$ cat src/rtl/subcarrier_bit_timer_pkg.sv
// Shared types and elaboration helpers for the subcarrier bit timer.
// Rate encoding plus cycles-per-bit and tick-counter sizing functions.
package subcarrier_pkg;

  typedef enum logic [1:0] {
    RATE_FC128 = 2'd0,
    RATE_FC64  = 2'd1,
    RATE_FC32  = 2'd2,
    RATE_FC16  = 2'd3
  } rate_t;

  // Rates beyond log2(max_cycles) would shift to zero; clamp to one cycle per bit.
  function automatic int cycles_per_bit(input int max_cycles, input int rate);
    int cpb;
    cpb = max_cycles >> rate;
    if (cpb < 1) cpb = 1;
    return cpb;
  endfunction

  function automatic int tick_width(input int half_period, input int max_cycles);
    return $clog2(2 * half_period * max_cycles);
  endfunction

endpackage

$ cat src/rtl/subcarrier_bit_timer_if.sv
// Framing-side bundle of the subcarrier bit timer: request/rate/BPSK in, strobes out.
// master = tx framing logic, slave = timer.
interface subcarrier_bit_timer_if #(
  parameter int RATE_W = 2
);
  logic              en;
  logic [RATE_W-1:0] rate_sel;
  logic              bpsk_data;
  logic              subcarrier;
  logic              bit_start;
  logic              half_bit;
  logic              active;

  modport master (
    output en, rate_sel, bpsk_data,
    input  subcarrier, bit_start, half_bit, active
  );

  modport slave (
    input  en, rate_sel, bpsk_data,
    output subcarrier, bit_start, half_bit, active
  );
endinterface

$ cat src/rtl/subcarrier_bit_timer.sv
// PICC->PCD subcarrier generator with bit timing; outputs one tick after en is seen idle.
// No backpressure: stops only at a bit boundary. SUBCARRIER_BPSK_EN adds per-bit BPSK phase.
module subcarrier_bit_timer
  import subcarrier_pkg::*;
#(
  parameter int HALF_PERIOD   = 8,
  parameter int MAX_SC_CYCLES = 8,
  parameter int RATE_W        = 2
) (
  input  logic                  clk,
  input  logic                  rst_n,
  subcarrier_bit_timer_if.slave sc_if
);

  localparam int TW     = tick_width(HALF_PERIOD, MAX_SC_CYCLES);
  localparam int CW     = TW + 1;
  localparam int HP_LSB = $clog2(HALF_PERIOD);

  localparam logic [0:0] ST_IDLE = 1'b0;
  localparam logic [0:0] ST_RUN  = 1'b1;

  logic [0:0]        state;
  logic [TW-1:0]     t;
  logic [RATE_W-1:0] rate_q;
  logic [CW-1:0]     bit_ticks;
  logic              running;
  logic              last_tick;
  logic              start_bit;
  logic              phase;

  always_comb begin
    bit_ticks = CW'(2 * HALF_PERIOD * cycles_per_bit(MAX_SC_CYCLES, int'(rate_q)));
  end

  assign running   = (state == ST_RUN);
  assign last_tick = running && ({1'b0, t} == (bit_ticks - 1'b1));
  // en is only looked at when idle or on the final tick of a bit.
  assign start_bit = sc_if.en && ((state == ST_IDLE) || last_tick);

  always_ff @(posedge clk or negedge rst_n) begin
    if (!rst_n) begin
      state  <= ST_IDLE;
      t      <= '0;
      rate_q <= '0;
    end else if (start_bit) begin
      state <= ST_RUN;
      t     <= '0;
      if (state == ST_IDLE) rate_q <= sc_if.rate_sel;
    end else if (last_tick) begin
      state <= ST_IDLE;
      t     <= '0;
    end else if (running) begin
      t <= t + 1'b1;
    end
  end

`ifdef SUBCARRIER_BPSK_EN
  logic phase_q;

  always_ff @(posedge clk or negedge rst_n) begin
    if (!rst_n) begin
      phase_q <= 1'b1;
    end else if (start_bit) begin
      phase_q <= sc_if.bpsk_data;
    end
  end

  assign phase = phase_q;
`else
  logic unused_bpsk;
  assign unused_bpsk = sc_if.bpsk_data;
  assign phase       = 1'b1;
`endif

  // Bit HP_LSB of t flips every half-period; phase 0 starts each bit loaded.
  assign sc_if.subcarrier = running && (t[HP_LSB] ^ phase);
  assign sc_if.bit_start  = running && (t == '0);
  assign sc_if.half_bit   = running && ({1'b0, t} == (bit_ticks >> 1));
  assign sc_if.active     = running;

endmodule

$ cat src/flat_wrapper.sv
// flat-port wrapper written by rule: the top's interface ports become plain ports
module subcarrier_bit_timer_flat import subcarrier_pkg::*;
#(
  parameter int HALF_PERIOD   = 8,
  parameter int MAX_SC_CYCLES = 8,
  parameter int RATE_W        = 2
)
  (clk, rst_n, sc_if_en, sc_if_rate_sel, sc_if_bpsk_data, sc_if_subcarrier, sc_if_bit_start, sc_if_half_bit, sc_if_active);
  subcarrier_bit_timer_if #(.RATE_W(RATE_W)) sc_if_i ();
  input  logic clk;
  input  logic rst_n;
  input wire logic [$bits(sc_if_i.en)-1:0] sc_if_en;
  input wire logic [$bits(sc_if_i.rate_sel)-1:0] sc_if_rate_sel;
  input wire logic [$bits(sc_if_i.bpsk_data)-1:0] sc_if_bpsk_data;
  output wire logic [$bits(sc_if_i.subcarrier)-1:0] sc_if_subcarrier;
  output wire logic [$bits(sc_if_i.bit_start)-1:0] sc_if_bit_start;
  output wire logic [$bits(sc_if_i.half_bit)-1:0] sc_if_half_bit;
  output wire logic [$bits(sc_if_i.active)-1:0] sc_if_active;
  assign sc_if_i.en = sc_if_en;
  assign sc_if_i.rate_sel = sc_if_rate_sel;
  assign sc_if_i.bpsk_data = sc_if_bpsk_data;
  assign sc_if_subcarrier = sc_if_i.subcarrier;
  assign sc_if_bit_start = sc_if_i.bit_start;
  assign sc_if_half_bit = sc_if_i.half_bit;
  assign sc_if_active = sc_if_i.active;
  subcarrier_bit_timer #(.HALF_PERIOD(HALF_PERIOD), .MAX_SC_CYCLES(MAX_SC_CYCLES), .RATE_W(RATE_W)) u_core (.clk(clk), .rst_n(rst_n), .sc_if(sc_if_i));
endmodule
$ cat config.mk
export PLATFORM = sky130hd
export DESIGN_NAME = subcarrier_bit_timer_flat
export DESIGN_NICKNAME = d
export VERILOG_FILES = /design/src/rtl/subcarrier_bit_timer_pkg.sv /design/src/rtl/subcarrier_bit_timer_if.sv /design/src/rtl/subcarrier_bit_timer.sv /design/src/flat_wrapper.sv
export SDC_FILE = /design/constraint.sdc
export NUM_CORES = 1
export LEC_CHECK = 0
export BUFFER_PORTS_ARGS = -buffer_cell sky130_fd_sc_hd__buf_2
export CAP_MARGIN = 20
export CORE_AREA = 4 4 54 51
export DETAILED_ROUTE_END_ITERATION = 7
export DIE_AREA = 0 0 58 55
export PLACE_DENSITY = 0.57
export SYNTH_ARGS = -nofsm -noshare
export SYNTH_HDL_FRONTEND = slang
export SYNTH_SLANG_ARGS = --single-unit
$ cat constraint.sdc
create_clock -name clk -period 2.97 [get_ports clk]
set_input_delay 0 -clock clk [delete_from_list [all_inputs] [get_ports clk]]
set_output_delay 0 -clock clk [all_outputs]
set_load 0.03 [all_outputs]
==> key figures <==
Placement
  • Input/output buffers: 8
  • Placed cell areas: 689 sq um
  • Routability cong.: 0.692
  • Inst Count DP: 97
  • Half-perimeter wire length after placement: 992 um

Synth
  • Proportion of synthesized chip area in sequential cells: 0.397
  • Commonest cells in the synthesized netlist: dfrtp_1, xnor2_1, nor2_1
  • Primary FF master, synth: dfrtp_1
  • Post-synth ARST share: 1.00
  • Share of the synthesized area in the top cell type: 0.397
  • Net Count, Synth: 73
  • Average footprint of a synthesized cell: 9.70 sq um
  • Synthesis Warnings: 0
  • EDFF count, synth: 0
  • Most frequent cell after synthesis: dfrtp_1
  • Library cell occupying the most area in the post-synthesis netlist: dfrtp_1
  • Area of the mapped netlist: 631 sq um
  • Register bit total from synthesis: 10
  • Cell types occupying the most area after synthesis: dfrtp_1, xnor2_1, nor4b_1, ha_1, a32o_1
  • Post-Synthesis Cells: between 60 and 70
  • Count of distinct cell types in the synthesized netlist: 27

Cells and area
  • Layout cell share with drive strength beyond 1: 0.195
  • Area occupied by registers: 250 sq um
  • Fin cells: 104
  • Multi-input combinational cell area: 350 sq um
  • Fill cell count: about 230
  • Total number of nets in the final design: 87
  • Antenna diode count: 0
  • Final design instance area without fill: 752 sq um
  • Area growth syn-to-layout: 19.2%

Worst setup path
  • Largest stage delay on the critical path: between 500 and 600 ps
  • Required time at the endpoint of the critical path: 2970 ps
  • RR Startpoint: u_core.t[4]
  • Data arrival, critical path: roughly 1600 ps
  • Slowest cell on crit path: dfrtp_1
  • Critical Setup Path Class: flip-flop to output pin
  • Number of cell instances on the worst register-to-register path: 4
  • Max FO, Critical Path: 9
  • Worst setup SP type: flip-flop
  • Cells traversed along the worst timing path: nor2_1, nor4_1, o311a_1, buf_2
  • Category of cells accounting for the largest share of critical-path delay: flip-flops
  • Worst reg-to-reg setup slack: 1530 ps
  • Terminus of the critical flop-to-flop path: u_core.t[5]
  • Critical path endpoint category: output pin
  • Combined buffer and inverter count along the critical path: 1

Clock network
  • Maximum number of buffers from clock root to sink: 2
  • CTS tree: yes
  • Post_cts resized: 0
  • Number of clock sinks: 10
  • Latest clock arrival within the worst-skew pair: 260 ps
  • Master cell of the clock root buffer: clkbuf_4
  • Clock slew seen by the registers of the worst setup and hold paths: around 60 ps
  • Number of buffers inserted during clock tree synthesis: 3
  • H-Tree Level Count: 1

Timing
  • Worst rel slew slack: 0.755
  • Count of endpoints failing hold in the final timing report: 0
  • Final number of max-transition violations: 0
  • Accumulated negative setup slack: 0 ps
  • Final period demand of the worst path: 1560 ps
  • Highest attainable clock frequency: between 0.6 and 0.7 GHz
  • Final setup violating endpoints: 0
  • Share of the clock period used by the worst path: 0.524
  • Unrepaired setup endpoints after global routing: no
  • Transition at the pin with the smallest max-transition slack: 367 ps
  • Maximum clock skew at final layout: 2.12 ps

Global routing
  • Number of global-route vias before repair: around 530
  • Initial antenna violation count: 0
  • Grt total ovfl: 0
  • Largest net degree at the start of global routing: 13
  • First-pass GRT wire length: around 2.4 mm
  • Overall Global Routing Usage: 0.103

Drt
  • Final ANT Viol Nets: 0
  • Detailed-route DRC error count: 0
  • Wire length per cell after detailed routing: about 13 um
  • Wirelength, routed: 1.36 mm
  • Drt initial violations: 12
  • 1st-pass router iterations: 4
  • Number of vias per cell after detailed routing: 5.07
  • Via count: 527

Die
  • Overall die height: 55 um
  • Number of top-level design ports: 10
  • Die Footprint: ~0.0032 sq mm
  • Standard-cell rows: 16
  • Floorplan die width: 58 um
  • Initial Utilization: 0.292
  • Area of the core region: 0.00216 sq mm

Hold path
  • Hold Crit Class: input pin to async pin

Run status
  • Status: complete, no violations

Pwr
  • IR drop worst, VDD: 0.000485 V
  • Total power divided by cell area: 989 mW/mm^2
  • Leakage power: 0.316 nW

Flow run
  • Reported max-cap violation count: 0
report_power, final:
part           internal, mW  switching, mW  total, mW
registers             0.201          0.118      0.319
logic                 0.172          0.164      0.336
clock network        0.0466         0.0422     0.0888
total                 0.419          0.324      0.744
cell type report:
cell class | count | share of cell area
Clock buffer | 3 | 0.0300
Inverter | 4 | 0.0200
Multi-Input combinational cell | 48 | 0.466
Sequential cell | 10 | 0.333
Tap cell | 27 | 0.0449
Timing Repair Buffer | 12 | 0.106
worst max-delay path by stage:
stage	to	from	cells past startpoint
after global routing	sc_if_half_bit	u_core.t[0]	6
after CTS	sc_if_half_bit	u_core.t[0]	6
after global placement	u_core.t[5]	u_core.t[4]	4
final	sc_if_half_bit	u_core.t[4]	4
after floorplan	sc_if_bit_start	u_core.sc_if.active	3
after detailed placement	u_core.t[1]	u_core.t[4]	4
per-stage QoR:
step / hold WS, ps / setup slack, ps / util / power [mW]
6_report: 129 / 1410 / 0.348 / 0.744
5_1_grt: 149 / 1260 / 0.348 / 0.817
4_1_cts: 124 / 1400 / 0.348 / 0.749
3_5_place_dp: -124 / 1540 / 0.319 / 0.650
3_3_place_gp: -129 / 1550 / 0.319 / 0.634
2_1_floorplan: -296 / 1090 / - / 0.578
logic make-up after synthesis:
logic type / after synthesis / synth area share
compound gates: 14 / 0.187
xor+xnor: 6 / 0.0833
fa+ha+maj: 2 / 0.0397
buf+inv: 7 / 0.0476
flops: 10 / 0.397
mux: 1 / 0.0179
simple gates: 25 / 0.228
cells in the final DEF (no fill, tap or decap), types with 2 or more instances in the layout:
| cell type | count |
|---|---|
| dfrtp_1 | 10 |
| buf_2 | 8 |
| xnor2_1 | 6 |
| nor2_1 | 5 |
| inv_1 | 4 |
| nand2_1 | 4 |
| dlygate4sd3_1 | 4 |
| nor4b_1 | 3 |
| and3_1 | 3 |
| clkbuf_4 | 3 |
| nand3b_1 | 2 |
| a21oi_1 | 2 |
| nor2b_1 | 2 |
| a32o_1 | 2 |
| a211oi_1 | 2 |
| nand3_1 | 2 |
| o21ai_0 | 2 |
| ha_1 | 2 |
flip-flops by register name, indices dropped and copies added, names as in the netlist:
| name | flops |
|---|---|
| u_core.rate_q | 2 |
| u_core.sc_if.active | 1 |
| u_core.t | 7 |
routing by layer:
layer / GRT usage / part of all wire
met5: 0 / 0
met4: 0.0425 / 0.0059
met3: 0.0464 / 0.082
met2: 0.143 / 0.42
met1: 0.139 / 0.49
timing repair:
item | in CTS | in global routing
hold endpoints to repair | 13 | 0
buffers inserted | 0 | 0
hold buffers | 4 | 0
No activity file was read; power rests on OpenSTA's default activity.
